## config.mk

```make
export PLATFORM = sky130hd
export DESIGN_NAME = gcd_arbiter
export DESIGN_NICKNAME = d
export VERILOG_FILES = /design/src/rtl/gcd_arb_pkg.sv /design/src/rtl/gcd_rr_pick.sv /design/src/rtl/gcd_arbiter.sv
export SDC_FILE = /design/constraint.sdc
export NUM_CORES = 1
export LEC_CHECK = 0
export ABC_AREA = 1
export CAP_MARGIN = 20
export CORE_MARGIN = 3
export CORE_UTILIZATION = 40
export DETAILED_ROUTE_END_ITERATION = 10
export GPL_TIMING_DRIVEN = 0
export PLACE_DENSITY = 0.79
export SLEW_MARGIN = 5
export SYNTH_ARGS = -nofsm -noshare
export SYNTH_HDL_FRONTEND = slang
export SYNTH_SLANG_ARGS = --single-unit
```

## constraint.sdc

```tcl
create_clock -name clk -period 2.6 [get_ports clk]
set_input_delay 0.52 -clock clk [delete_from_list [all_inputs] [get_ports clk]]
set_output_delay 0.52 -clock clk [all_outputs]
set_load 0.02 [all_outputs]
```

## src/rtl/gcd_arb_pkg.sv

```systemverilog
// gcd_arb_pkg: shared types and helpers for the gcd arbiter.
package gcd_arb_pkg;

   typedef enum logic [1:0] {IDLE, ISSUE, WAIT, RESP} state_t;

   localparam int DEF_WIDTH = 16;

   function automatic int idx_w(input int n);
      return (n > 1) ? $clog2(n) : 1;
   endfunction

endpackage

```

## src/rtl/gcd_rr_pick.sv

```systemverilog
// gcd_rr_pick: combinational round-robin picker, searching from last+1 cyclically.
module gcd_rr_pick import gcd_arb_pkg::*; #(
   parameter int N_REQ = 4,
   localparam int IW = idx_w(N_REQ)
)(
   input  logic [N_REQ-1:0] req,
   input  logic [IW-1:0]    last,
   output logic [IW-1:0]    idx,
   output logic             any
);

   // Walk from the farthest candidate back to last+1 so the nearest set bit wins.
   always_comb begin
      idx = '0;
      any = |req;
      for (int k = N_REQ; k >= 1; k--)
         if (req[(int'(last) + k) % N_REQ]) idx = IW'((int'(last) + k) % N_REQ);
   end

endmodule

```

## src/rtl/gcd_arbiter.sv

```systemverilog
// gcd_arbiter: round-robin sharing of one gcd unit among N_REQ requesters,
// with a watchdog that turns a hung gcd into an error response.
module gcd_arbiter import gcd_arb_pkg::*; #(
   parameter int N_REQ   = 4,
   parameter int WIDTH   = DEF_WIDTH,
   parameter int TIMEOUT = 131072
)(
   input  logic                   clk,
   input  logic                   reset_n,
   input  logic [N_REQ-1:0]       req,
   input  logic [N_REQ*WIDTH-1:0] req_a,
   input  logic [N_REQ*WIDTH-1:0] req_b,
   output logic [N_REQ-1:0]       ack,
   output logic [N_REQ-1:0]       rsp_valid,
   output logic [WIDTH-1:0]       result,
   output logic                   err,
   output logic                   busy,
   output logic                   gcd_start,
   output logic [WIDTH-1:0]       gcd_a,
   output logic [WIDTH-1:0]       gcd_b,
   input  logic [WIDTH-1:0]       gcd_answer,
   input  logic                   gcd_done
);

   localparam int IW = idx_w(N_REQ);
   localparam int WW = $clog2(TIMEOUT);

   state_t           state_q, state_d;
   logic [IW-1:0]    idx_q, idx_d, last_q, last_d, pick;
   logic [WW-1:0]    wdog_q, wdog_d;
   logic [N_REQ-1:0] ack_q, ack_d, rsp_q, rsp_d;
   logic [WIDTH-1:0] result_q, result_d, a_q, a_d, b_q, b_d;
   logic             err_q, err_d, start_q, start_d, busy_q, any;

   gcd_rr_pick #(.N_REQ(N_REQ)) u_pick (
      .req  (req),
      .last (last_q),
      .idx  (pick),
      .any  (any)
   );

   always_comb begin
      state_d  = state_q;
      idx_d    = idx_q;
      last_d   = last_q;
      wdog_d   = wdog_q;
      ack_d    = '0;
      rsp_d    = '0;
      result_d = result_q;
      err_d    = err_q;
      start_d  = 1'b0;
      a_d      = a_q;
      b_d      = b_q;
      unique case (state_q)
         IDLE: if (any) begin
            idx_d      = pick;
            a_d        = req_a[int'(pick)*WIDTH +: WIDTH];
            b_d        = req_b[int'(pick)*WIDTH +: WIDTH];
            ack_d[pick] = 1'b1;
            start_d    = 1'b1;
            state_d    = ISSUE;
         end
         ISSUE: begin
            wdog_d  = '0;
            state_d = WAIT;
         end
         // done is only trusted here: the gcd cleared any stale done on the ISSUE edge
         WAIT: if (gcd_done) begin
            result_d     = gcd_answer;
            err_d        = 1'b0;
            rsp_d[idx_q] = 1'b1;
            state_d      = RESP;
         end else if (wdog_q == WW'(TIMEOUT - 1)) begin
            result_d     = '0;
            err_d        = 1'b1;
            rsp_d[idx_q] = 1'b1;
            state_d      = RESP;
         end else begin
            wdog_d = wdog_q + WW'(1);
         end
         RESP: begin
            last_d  = idx_q;
            state_d = IDLE;
         end
      endcase
   end

   always_ff @(posedge clk) begin
      if (!reset_n) begin
         state_q  <= IDLE;
         idx_q    <= '0;
         last_q   <= IW'(N_REQ - 1);
         wdog_q   <= '0;
         ack_q    <= '0;
         rsp_q    <= '0;
         result_q <= '0;
         err_q    <= 1'b0;
         start_q  <= 1'b0;
         a_q      <= '0;
         b_q      <= '0;
         busy_q   <= 1'b0;
      end else begin
         state_q  <= state_d;
         idx_q    <= idx_d;
         last_q   <= last_d;
         wdog_q   <= wdog_d;
         ack_q    <= ack_d;
         rsp_q    <= rsp_d;
         result_q <= result_d;
         err_q    <= err_d;
         start_q  <= start_d;
         a_q      <= a_d;
         b_q      <= b_d;
         busy_q   <= (state_d != IDLE);
      end
   end

   assign ack       = ack_q;
   assign rsp_valid = rsp_q;
   assign result    = result_q;
   assign err       = err_q;
   assign busy      = busy_q;
   assign gcd_start = start_q;
   assign gcd_a     = a_q;
   assign gcd_b     = b_q;

endmodule

```

==> impl_metrics.sql, run 1 <==
INSERT INTO impl_metrics (metric_group, metric, value, unit) VALUES
('final_layout', 'register_area', '1640', 'um^2'),
('synthesis', 'synth.cell_area', '4340', 'um^2'),
('cts', 'htree_levels', '3', ''),
('worst_setup_path', 'setup_crit_start_kind', 'input port', ''),
('synthesis', 'synthDistinctLibCells', '31', ''),
('final_layout', 'multi_input_area', '2350', 'um^2'),
('die', 'die_area', '12100', 'um^2'),
('drt', 'detailedRoute.firstPassIterationCount', '5', ''),
('final_layout', 'syn_to_final_growth', '56.7', '%'),
('worst_setup_path', 'cpMostUsedCell', 'sky130_fd_sc_hd__nor2_1', ''),
('sta', 'fin_hold_ws', '466', 'ps'),
('drt', 'detailroute.via_count', '5460', ''),
('worst_setup_path', 'worst_ep_required_time', '2850', 'ps'),
('sta', 'slew_headroom', '0.568', ''),
('synthesis', 'post-synth-top-area-fraction', '0.378', ''),
('hold_path', 'min_delay_path_depth', '2', ''),
('worst_setup_path', 'ff2ff_path_depth', '13', ''),
('run_status', 'result_of_the_run', 'completed', ''),
('final_layout', 'layout-drive-gt1-share', '0.0584', ''),
('final_layout', 'fillerInstances', '972', ''),
('sta', 'setup_repair_after_global_routing_missed_its_margin', 'false', ''),
('synthesis', 'synth_edf_count', '0', ''),
('die', 'ports_placed_on_the_boundary', '210', ''),
('synthesis', 'synth-seq-area-share', '0.378', ''),
('synthesis', 'syn-instance-count', '648', ''),
('synthesis', 'synth.cells.most_frequent', 'sky130_fd_sc_hd__nand2_1, sky130_fd_sc_hd__nand3_1, sky130_fd_sc_hd__nor2_1', ''),
('drt', 'postRouteAntennaNets', '0', ''),
('global_route', 'grt_start_max_net_pins', '17', ''),
('synthesis', 'synth_largest_area_cell', 'sky130_fd_sc_hd__dfxtp_1', ''),
('die', 'chipWidth', '110', 'um'),
('sta', 'setup_viol', '0', ''),
('cts', 'clock_path_buffers', '2', ''),
('synthesis', 'ys_async_sr_fraction', '0', ''),
('power', 'power_leakage', '2.69', 'nW'),
('drt', 'via_per_inst', '5.41', ''),
('sta', 'share_of_the_clock_period_used_by_the_worst_path', '0.934', ''),
('placed_design', 'place_congestion', '0.930', ''),
('worst_setup_path', 'critical_path.slowest_cell', 'sky130_fd_sc_hd__clkdlybuf4s50_1', ''),
('die', 'die_h', '110', 'um'),
('synthesis', 'synth_seq_cells', '82', ''),
('flow_run', 'max-cap-violations', '0', ''),
('worst_setup_path', 'worst_path_largest_cell_delay', '530', 'ps'),
('synthesis', 'yosys.cell_count.top_type', 'sky130_fd_sc_hd__nand2_1', ''),
('drt', 'drc', '0', ''),
('drt', 'dr.first_iter.drc_count', '378', ''),
('worst_setup_path', 'worst_ep_arrival_time', '2680', 'ps'),
('synthesis', 'synth_area_per_cell', '6.70', 'um^2'),
('sta', 'timing_worst_slew_pin_value', '648', 'ps'),
('sta', 'fin_crit', '2430', 'ps'),
('placed_design', 'io_buffer_count', '208', ''),
('die', 'num_rows', '37', ''),
('worst_setup_path', 'worstPathMaxFanout', '10', ''),
('worst_setup_path', 'r2r_slack', '230', 'ps'),
('global_route', 'grt-ovfl-total', '0', ''),
('worst_setup_path', 'critPathCaptureType', 'register', ''),
('cts', 'root_buf_cell', 'sky130_fd_sc_hd__clkbuf_8', ''),
('cts', 'clkTransAtPathRegs', '90', 'ps'),
('sta', 'hold_violation_total_from_the_final_report', '0', ''),
('die', 'coreArea', '10400', 'um^2'),
('sta', 'clock-skew-final', '11.4', 'ps'),
('final_layout', 'finish.net_count', '1025', ''),
('final_layout', 'stdcell_area', '6800', 'um^2'),
('global_route', 'grt_use_total', '0.271', ''),
('power', 'maximum_ir_drop_on_the_vdd_rail', '498', 'uV'),
('hold_path', 'timing.hold.worst.class', 'reg2reg', ''),
('sta', 'max_slew_violation_total_from_the_final_report', '0', ''),
('cts', 'cts_inserted_buffers', '9', ''),
('placed_design', 'dp_hpwl', '13.2', 'mm'),
('cts', 'worst_skew_pair.late_latency', '360', 'ps'),
('power', 'total_power', '6.22', 'mW'),
('worst_setup_path', 'critical_path.cell_chain', 'clkdlybuf4s50_1 > nor4_1 > nor2_1 > clkbuf_1 > buf_1 > nand2_1 > nor2_1 > nor2_1', '');
## cell families after synthesis
| group | synth area share |
|---|---|
| AO/OA/AOI/OAI | 0.105 |
| XOR/XNOR | 0.00202 |
| adder cells (fa/ha/maj) | 0.0173 |
| buffers and inverters | 0.0833 |
| flip-flops | 0.378 |
| AND/OR/NAND/NOR | 0.414 |
## state kept, by name, indices dropped and copies added, names as in the netlist, 2 cells and up
signal     flops
ack            4
state_q        2
last_q         2
result        16
wdog_q        17
idx_q          2
gcd_a         16
gcd_b         16
rsp_valid      4
## worst paths after layout
check | start | to
max | req[1] | gcd_b[12]
min | err | err
max reg2reg | wdog_q[7] | wdog_q[15]
min reg2reg | err | err
## per-stage QoR
| stage | utilization | cells | worst slack [ps] |
|---|---|---|---|
| finish | 0.653 | 1009 | 172 |
| global route | 0.653 | 1009 | 7.56 |
| CTS | 0.651 | 1008 | 48.6 |
| detailed placement | 0.633 | 992 | -150 |
| global placement | 0.633 | 992 | -152 |
| floorplan | - | 648 | 465 |
## power breakdown
group | internal, mW | leakage, nW | switching, mW
sequential | 1.57 | 0.672 | 0.186
clock | 0.362 | 0.0844 | 0.528
combinational | 1.38 | 1.93 | 2.19
## layout by cell type, fill, tap and decap left out, drive strengths merged
master,n
inv,37
clkinv,3
a22oi,1
nand3,109
clkinvlp,3
a21oi,35
nor2,86
nand4,44
buf,26
clkdlybuf4s50,208
nor3,7
a211oi,2
o21ai,51
nand2b,1
clkbuf,29
nor4,7
ha,6
nor3b,2
xor2,1
nand2,133
dfxtp,82
## layer usage
| metal | track usage | part of all wire | vias to the layer above |
|---|---|---|---|
| met5 | 0 | 0 | - |
| met4 | 0.102 | 0.024 | 0 |
| met3 | 0.0815 | 0.097 | 36 |
| met2 | 0.475 | 0.50 | 285 |
| met1 | 0.310 | 0.38 | 2495 |
| li1 | - | - | 2644 |
## worst max-delay path: cells and delay by family
family	cells	cell delay, ps
simple gates	5	680
buf+inv	3	1470
## layout make-up
class / count / area share
Timing Repair Buffer: 209 / 0.307
Tap cell: 136 / 0.0250
Clock buffer: 9 / 0.0182
Sequential cell: 82 / 0.241
Multi-Input combinational cell: 485 / 0.346
Inverter: 36 / 0.0202
Buffer: 45 / 0.0329
Clock inverter: 7 / 0.00883
## timing repair
action                     in CTS  in global routing
pin swaps                       0                  1
setup buffers                   0                  1
resized for setup               1                  2
hold buffers                    0                  0
hold endpoints to repair        0                  0
setup endpoints to repair       1                  8
(Power assumes the default switching activity.)
==> inputs of run 2 (changes only) <==
- CORE_MARGIN: 3 -> 5
==> run 2 against run 1 <==
Worst setup slack improved by 6.5 ps; clock power is 18% higher; flip-flop and latch count is the same; utilization is 1.6 points lower; hold slack got worse by 4.6 ps; via count up 0.71%; first-iteration DRC count up 16%; sequential power about the same; wire length up 3.1%.
==> impl_metrics.sql, run 2 (synthesis results as in run 1) <==
INSERT INTO impl_metrics (metric_group, metric, value, unit) VALUES
('sta', 'setup_repair_after_global_routing_missed_its_margin', 'true', ''),
('sta', 'setup-tns-final', '0', 'ps'),
('global_route', 'grt_use_total', '0.265', ''),
('final_layout', 'layout.cells.most_common', 'sky130_fd_sc_hd__clkdlybuf4s50_1', ''),
('global_route', 'grt_pass1_wl', '27.1', 'mm'),
('sta', 'hold_violation_total_from_the_final_report', '0', ''),
('placed_design', 'place_congestion', '0.948', ''),
('cts', 'cts_tree', 'built', ''),
('flow_run', 'max-cap-violations', '0', ''),
('placed_design', 'io_buffer_count', '208', ''),
('die', 'num_rows', '38', ''),
('global_route', 'grt_pass1_vias', '5358', ''),
('run_status', 'result_of_the_run', 'completed', ''),
('cts', 'clkTransAtPathRegs', '80', 'ps'),
('final_layout', 'finish.net_count', '1024', ''),
('final_layout', 'max_ffs_per_register', '17', ''),
('worst_setup_path', 'r2r_slack', '180', 'ps'),
('final_layout', 'syn_to_final_growth', '57.8', '%'),
('sta', 'setup_viol', '0', ''),
('sta', 'fin_crit', '2420', 'ps'),
('placed_design', 'worst_setup_slack_post_dpl', '-199', 'ps'),
('worst_setup_path', 'worst_ep_required_time', '2860', 'ps'),
('sta', 'max_slew_violation_total_from_the_final_report', '0', ''),
('worst_setup_path', 'crit_path_start', 'wdog_q[7]', ''),
('cts', 'worst_skew_pair.late_latency', '370', 'ps'),
('final_layout', 'num_antenna_cells', '0', ''),
('die', 'initial_core_utilization', '0.404', ''),
('die', 'ports_placed_on_the_boundary', '210', ''),
('cts', 'root_buf_cell', 'sky130_fd_sc_hd__clkbuf_8', ''),
('sta', 'timing_worst_slew_pin_value', '608', 'ps'),
('worst_setup_path', 'worstSetupPathType', 'reg2reg', ''),
('die', 'coreArea', '10700', 'um^2'),
('final_layout', 'stdcell_area', '6850', 'um^2'),
('power', 'maximum_ir_drop_on_the_vdd_rail', '550', 'uV'),
('worst_setup_path', 'worst_ep_arrival_time', '2680', 'ps'),
('placed_design', 'dpl_cell_area', '6600', 'um^2'),
('drt', 'finalWirelength', '17.7', 'mm'),
('worst_setup_path', 'worstPathMaxFanout', '10', ''),
('placed_design', 'dp_hpwl', '13.7', 'mm'),
('drt', 'dr.first_iter.drc_count', '437', ''),
('sta', 'timing.final.ws_setup', '179', 'ps'),
('die', 'die_h', '114', 'um'),
('drt', 'detailedRoute.firstPassIterationCount', '5', ''),
('worst_setup_path', 'timing.rr.start', 'wdog_q[7]', ''),
('drt', 'postRouteAntennaNets', '0', ''),
('cts', 'cts_inserted_buffers', '9', ''),
('hold_path', 'hp-start', 'err', ''),
('drt', 'detailroute.via_count', '5499', ''),
('cts', 'htree_levels', '3', ''),
('drt', 'drc', '0', ''),
('final_layout', 'layout-drive-gt1-share', '0.0574', ''),
('sta', 'share_of_the_clock_period_used_by_the_worst_path', '0.931', ''),
('cts', 'cts.sinks', '82', ''),
('sta', 'slew_headroom', '0.595', ''),
('cts', 'clock_path_buffers', '2', ''),
('drt', 'detail_route.wl_per_cell', '17.5', 'um'),
('hold_path', 'timing.hold.worst.class', 'reg2reg', ''),
('cts', 'cts_post_setup_buffers_inserted', '0', ''),
('sta', 'clock-skew-final', '12.2', 'ps'),
('global_route', 'grt_start_max_net_pins', '14', ''),
('final_layout', 'most-common-layout-cells', 'sky130_fd_sc_hd__clkdlybuf4s50_1, sky130_fd_sc_hd__nand2_1, sky130_fd_sc_hd__nand3_1', ''),
('worst_setup_path', 'critPathCaptureType', 'register', ''),
('die', 'chipWidth', '114', 'um'),
('worst_setup_path', 'setup_crit_start_kind', 'register', ''),
('global_route', 'number_of_antenna_violations_at_the_first_check_in_global_routing', '0', ''),
('die', 'die_area', '13000', 'um^2'),
('sta', 'timing.fmax', '0.413', 'GHz'),
('drt', 'via_per_inst', '5.44', ''),
('final_layout', 'top_register', 'wdog_q', ''),
('power', 'power_leakage', '2.72', 'nW'),
('power', 'power_per_cell_area', '928', 'nW/um^2'),
('global_route', 'grt-ovfl-total', '0', '');
==> run 2: layout make-up <==
class / count / area [um^2]
well taps: 140 / 175
flip-flops and latches: 82 / 1640
clock buffers: 11 / 141
fillers: 1009 / 3900
inverters: 36 / 138
plain buffers: 45 / 224
clock inverters: 4 / 76.3
multi-input cells: 485 / 2370
repair buffers: 208 / 2080
==> run 2: metrics by stage <==
step	total power, mW	cells	util	hold slack, ps
after global routing	6.75	1011	0.637	493
final	6.35	1011	0.637	462
after floorplan	3.83	648	-	432
after detailed placement	5.26	996	0.614	449
after global placement	5.20	996	0.614	445
after CTS	6.33	1011	0.635	466
==> run 2: metal layers <==
metal  GRT usage  part of all wire  vias to the layer above
met5           0                 0                        -
li1            -                 -                     2632
met4      0.0887             0.024                        0
met3       0.105              0.10                       37
met2       0.459              0.50                      289
met1       0.295              0.37                     2541
==> run 2: final timing paths <==
kind	depth (start not counted)	end
worst max register to register	15	wdog_q[14]
worst min register to register	2	err
worst max-delay path	15	wdog_q[14]
worst min-delay path	2	err
==> run 2: report_power, final <==
part           switching [mW]  internal [mW]  total (mW)
Clock                   0.489          0.564        1.05
Combinational            2.17           1.38        3.55
Sequential              0.181           1.57        1.75
Total                    2.84           3.52        6.35
==> run 2: worst max-delay path: stages, from the launching register on <==
cell and delay (ps):
sky130_fd_sc_hd__dfxtp_1 350, sky130_fd_sc_hd__nand2_1 90, sky130_fd_sc_hd__nor2_1 40, sky130_fd_sc_hd__inv_1 160
sky130_fd_sc_hd__nor2_1 60, sky130_fd_sc_hd__inv_1 80, sky130_fd_sc_hd__nor4_2 50, sky130_fd_sc_hd__ha_1 220
sky130_fd_sc_hd__o21ai_4 280, sky130_fd_sc_hd__o21ai_2 190, sky130_fd_sc_hd__nor2_1 180, sky130_fd_sc_hd__nand2_2 120
sky130_fd_sc_hd__nor4_4 210, sky130_fd_sc_hd__nand3_1 130, sky130_fd_sc_hd__nand2_1 90, sky130_fd_sc_hd__nor2_1 50
==> run 2: repair_timing <==
| item | 4_1_cts | 5_1_grt |
|---|---|---|
| gates resized for setup | 2 | 4 |
| hold buffers | 0 | 0 |
| setup endpoints to repair | 3 | 8 |
